[src/rtl/cpu_cfg_arb.sv]
// Round-robin arbiter sharing one zero-wait-state APB config port between
// NUM_REQ valid/ready requesters. Out-of-window addresses complete with an
// error and never reach the APB port.
module cpu_cfg_arb #(
  parameter int NUM_REQ  = 2,
  parameter int NUM_REGS = 6
) (
  input  logic                  i_clk,
  input  logic                  i_rst_n,
  input  logic [NUM_REQ-1:0]    i_req,
  input  logic [NUM_REQ-1:0]    i_we,
  input  logic [NUM_REQ*32-1:0] i_addr,
  input  logic [NUM_REQ*32-1:0] i_wdata,
  output logic [NUM_REQ-1:0]    o_ack,
  output logic [31:0]           o_rdata,
  output logic                  o_err,
  output logic                  o_penable,
  output logic                  o_pwrite,
  output logic [31:0]           o_paddr,
  output logic [31:0]           o_pwdata,
  input  logic [31:0]           i_prdata
);

  localparam int IW = (NUM_REQ > 1) ? $clog2(NUM_REQ) : 1;

  typedef enum logic [1:0] {
    IDLE,
    SETUP,
    ACCESS,
    RESP
  } state_t;

  state_t          state;
  logic [IW-1:0]   last;
  logic [IW-1:0]   win;

  logic [IW-1:0]      pick;
  logic [IW-1:0]      cand;
  logic [NUM_REQ-1:0] pick_oh;
  logic [NUM_REQ-1:0] win_oh;
  logic               any_req;
  logic               sel_we;
  logic [31:0]        sel_addr;
  logic [31:0]        sel_wdata;
  logic               sel_legal;

  // Round-robin winner search from last+1; scanning downward lets the
  // nearest requester after last overwrite any farther one.
  always_comb begin
    pick    = '0;
    cand    = '0;
    any_req = |i_req;
    for (int unsigned i = NUM_REQ; i >= 1; i--) begin
      cand = IW'((32'(last) + i) % 32'(NUM_REQ));
      if (i_req[cand]) pick = cand;
    end
    pick_oh       = '0;
    pick_oh[pick] = 1'b1;
    win_oh        = '0;
    win_oh[win]   = 1'b1;
    sel_we        = i_we[pick];
    sel_addr      = i_addr[32*pick +: 32];
    sel_wdata     = i_wdata[32*pick +: 32];
    sel_legal     = (int'(sel_addr[7:2]) < NUM_REGS);
  end

  // Sequencer: grant, APB setup/access, one-cycle response. The APB address,
  // data and direction registers double as the latched request fields.
  always_ff @(posedge i_clk) begin
    if (!i_rst_n) begin
      state     <= IDLE;
      last      <= IW'(NUM_REQ - 1);
      win       <= '0;
      o_ack     <= '0;
      o_rdata   <= '0;
      o_err     <= 1'b0;
      o_penable <= 1'b0;
      o_pwrite  <= 1'b0;
      o_paddr   <= '0;
      o_pwdata  <= '0;
    end else begin
      case (state)
        IDLE: begin
          if (any_req) begin
            last <= pick;
            win  <= pick;
            if (sel_legal) begin
              o_paddr   <= sel_addr;
              o_pwdata  <= sel_wdata;
              o_pwrite  <= sel_we;
              o_penable <= 1'b0;
              state     <= SETUP;
            end else begin
              o_ack   <= pick_oh;
              o_err   <= 1'b1;
              o_rdata <= '0;
              state   <= RESP;
            end
          end
        end
        SETUP: begin
          o_penable <= 1'b1;
          state     <= ACCESS;
        end
        ACCESS: begin
          o_rdata   <= o_pwrite ? '0 : i_prdata;
          o_err     <= 1'b0;
          o_penable <= 1'b0;
          o_pwrite  <= 1'b0;
          o_ack     <= win_oh;
          state     <= RESP;
        end
        RESP: begin
          o_ack <= '0;
          o_err <= 1'b0;
          state <= IDLE;
        end
        default: state <= IDLE;
      endcase
    end
  end

endmodule

[config.mk]
export PLATFORM = sky130hd
export DESIGN_NAME = cpu_cfg_arb
export DESIGN_NICKNAME = d
export VERILOG_FILES = /design/src/rtl/cpu_cfg_arb.sv
export SDC_FILE = /design/constraint.sdc
export NUM_CORES = 1
export LEC_CHECK = 0
export CORE_UTILIZATION = 44
export CTS_BUF_LIST = sky130_fd_sc_hd__clkbuf_8
export DETAILED_ROUTE_END_ITERATION = 7
export PLACE_DENSITY = 0.88
export SETUP_SLACK_MARGIN = 0.1
export SLEW_MARGIN = 20
export SYNTH_ARGS = -nofsm -noshare
export SYNTH_HDL_FRONTEND = slang
export SYNTH_SLANG_ARGS = --single-unit
[constraint.sdc]
create_clock -name i_clk -period 4.4 [get_ports i_clk]
set_clock_uncertainty 0.2 [all_clocks]
set_input_delay 0.88 -clock i_clk [delete_from_list [all_inputs] [get_ports i_clk]]
set_output_delay 0.88 -clock i_clk [all_outputs]
set_load 0.1 [all_outputs]
==> results.toml <==
[die]
io_pins = 267
die_h_um = 109
die-width_um = 109
core_um2 = 11000
dieArea_um2 = 11900
initial_core_util_pct = 45.9
std_cell_rows = 38

[place]
placedCellCount = 922
port-buffer-count = 266
place_hpwl_mm = 11.7
routabilityCongestion = 0.850

[layout]
final_cell_mix = "clkdlybuf4s50_1, nand2_1, dfxtp_1"
final_cell_count_no_fill = 938
antenna_cells = 0
num-nets-final = 964
final_common_cell = "clkdlybuf4s50_1"
area.sequential_um2 = 2100
multi_input_area_um2 = 2680
area_growth_syn_to_layout_pct = 56.9
drive_above_1_share_pct = 12.0
fillers = 807

[min_path]
min_path_type = "flop to flop"
min_delay_worst_endpoint = "o_rdata[17]"
holdPathStages = 2
min-delay-start = "o_rdata[17]"

[pwr]
ir_worst_vdd_mv = 0.242
p_leak_nw = 2.77
p_per_area_nw_per_um2 = 402

[synthesis]
synth_seq_cells = 105
ys_warn_count = 0
syn_area_um2 = 5050
yosysSeqAreaShare_pct = 41.7
synth_cell_types = 36
syn_avg_cell_area_um2 = 9.01
synthCells = 560
synthesis.nets = 731

[critical_path]
startpoint_type = "primary input"
reg2reg_to = "o_pwdata[8]"
worst-path-max-fanout = 36
r2r_start = "last"
crit_path_max_incr_delay_ps = 580
reg2reg_depth = 5
critPathArrivalTime_ps = 3330
critical_path_class = "primary input to flop"
reg2reg_slack_ps = 1960
cp_slowest_cell = "and2_4"
worst_setup_path_end_kind = "flop"
required_ps = 4430
crit_chain = "clkdlybuf4s50_1 > a2111oi_2 > mux2_4 > and2_4 > buf_12 > a311oi_2"

[sta]
max_slew_margin_pct = 29.8
timing.final.hold_violations = 0
fin_crit_sh_pct = 75.0
worst_slew_pin_slew_ps = 1050
finalSetupViolations = 0
final.setup.tns_ps = 0
slew_viol_final = 0
max_freq_mhz = 303
rsz0062_at_grt = "false"
period_needed_ps = 3300

[global_route]
grt_pass1_vias = 4958
grt_remaining_overflow = 0
grt_pass1_wl_mm = 23.7
grt_max_degree = 66
grtUsageTotal_pct = 25.9
antenna_found_initial = 0

[route]
vias_per_cell = 5.46
antenna_left = 0
first_iter_violations = 245
num_vias = 5122
drc = 0
wl_per_cell_um = 17.0
routed_wl_mm = 15.9
firstDrtPassIters = 4

[clock_tree]
post_cts_resized = 0
cts_root_buffer = "clkbuf_8"
cts_made_buffers = 9
cts_setup_buffers = 0
htree_num_levels = 3
cts_buffer_depth = 2
cts_sinks = 105
tritoncts = "yes"
clk_pin_slew_ps = 100
ctsHoldBuffers = 0
clk_latency_ps = 360

[outcome]
status = "complete, no violations"

[job]
max_cap_viol_count = 0
worst max path at each step:
stage | from | to | slack, ps
final | i_addr[3] | o_pwdata[8] | 1100
after global routing | i_addr[3] | o_pwdata[8] | 1000
after global placement | i_addr[3] | o_paddr[22] | 850
after floorplan | i_addr[35] | o_pwdata[10] | 1960
after detailed placement | i_addr[3] | o_pwdata[8] | 740
after CTS | i_addr[3] | o_pwdata[8] | 1130
synth_stat cells:
library cell	count	area, um2
a2111oi_2	2	30.0
a211oi_1	1	7.51
a21bo_2	1	10.0
a21boi_0	1	7.51
a21oi_1	66	330
a22oi_1	1	7.51
a2bb2oi_1	1	8.76
a311oi_1	1	8.76
a311oi_2	60	901
and2_1	1	6.26
and3_1	4	25.0
buf_1	1	3.75
buf_2	5	25.0
buf_4	2	15.0
buf_6	9	101
clkbuf_1	36	135
dfxtp_1	105	2100
ha_1	5	62.6
inv_1	3	11.3
inv_2	1	3.75
mux2_2	1	11.3
mux2_4	1	15.0
mux2i_1	34	340
nand2_1	194	728
nand2b_1	1	6.26
nor2_1	7	26.3
nor2b_1	2	12.5
nor3_1	2	10.0
nor4b_1	1	8.76
o21a_1	2	15.0
o21ai_0	2	10.0
o21ai_1	1	5.00
o21ai_2	1	8.76
o221a_1	1	11.3
o311a_1	2	20.0
o31ai_1	2	15.0
report_power, final:
group	switching, mW	internal, mW	leakage, nW	total [mW]
Sequential	0.0517	1.04	0.851	1.09
Combinational	1.05	0.490	1.84	1.54
Clock	0.345	0.210	0.0822	0.555
Total	1.44	1.74	2.77	3.18
cell type report:
type	count	share of cell area, %
clock buffers	9	1.56
clock inverters	7	0.679
inverters	4	0.205
multi-input cells	398	33.8
flip-flops and latches	105	26.5
well taps	140	2.21
repair buffers	275	35.0
state kept, by name (all words and copies together) (netlist names):
name / cells
o_rdata: 32
o_paddr: 32
last: 1
o_pwdata: 32
o_pwrite: 1
o_penable: 1
state: 2
o_err: 1
o_ack: 2
win: 1
routing by layer:
layer  global-route usage, %  part of all wire [%]
met4                    13.6                   3.4
met1                    28.6                    38
met2                    46.3                    51
met3                    5.68                   7.9
met5                       0                     0
worst max-delay path, delay by kind of cell:
family	cells	cell delay (ps)
AO/OA/AOI/OAI	2	580
AND/OR/NAND/NOR	1	580
buffers and inverters	2	740
multiplexers	1	500
kinds of logic after synthesis:
logic type	synth area share (%)
compound gates	27.7
flops	41.7
simple gates	16.3
fa+ha+maj	1.24
buf+inv	5.85
mux	7.27
per-stage QoR:
| stage | area (um2) | setup slack (ps) | util, % | hold slack [ps] | total power [mW] |
|---|---|---|---|---|---|
| after global routing | 7920 | 995 | 72.1 | 277 | 3.31 |
| after detailed placement | 7740 | 745 | 70.5 | 250 | 2.65 |
| after CTS | 7920 | 1130 | 72.1 | 264 | 3.19 |
| after global placement | 7740 | 851 | 70.5 | 241 | 2.61 |
| final | 7920 | 1100 | 72.1 | 260 | 3.18 |
| after floorplan | 5050 | 1960 | - | 250 | 2.22 |
Note: power is estimated with default switching activity, not from simulation.
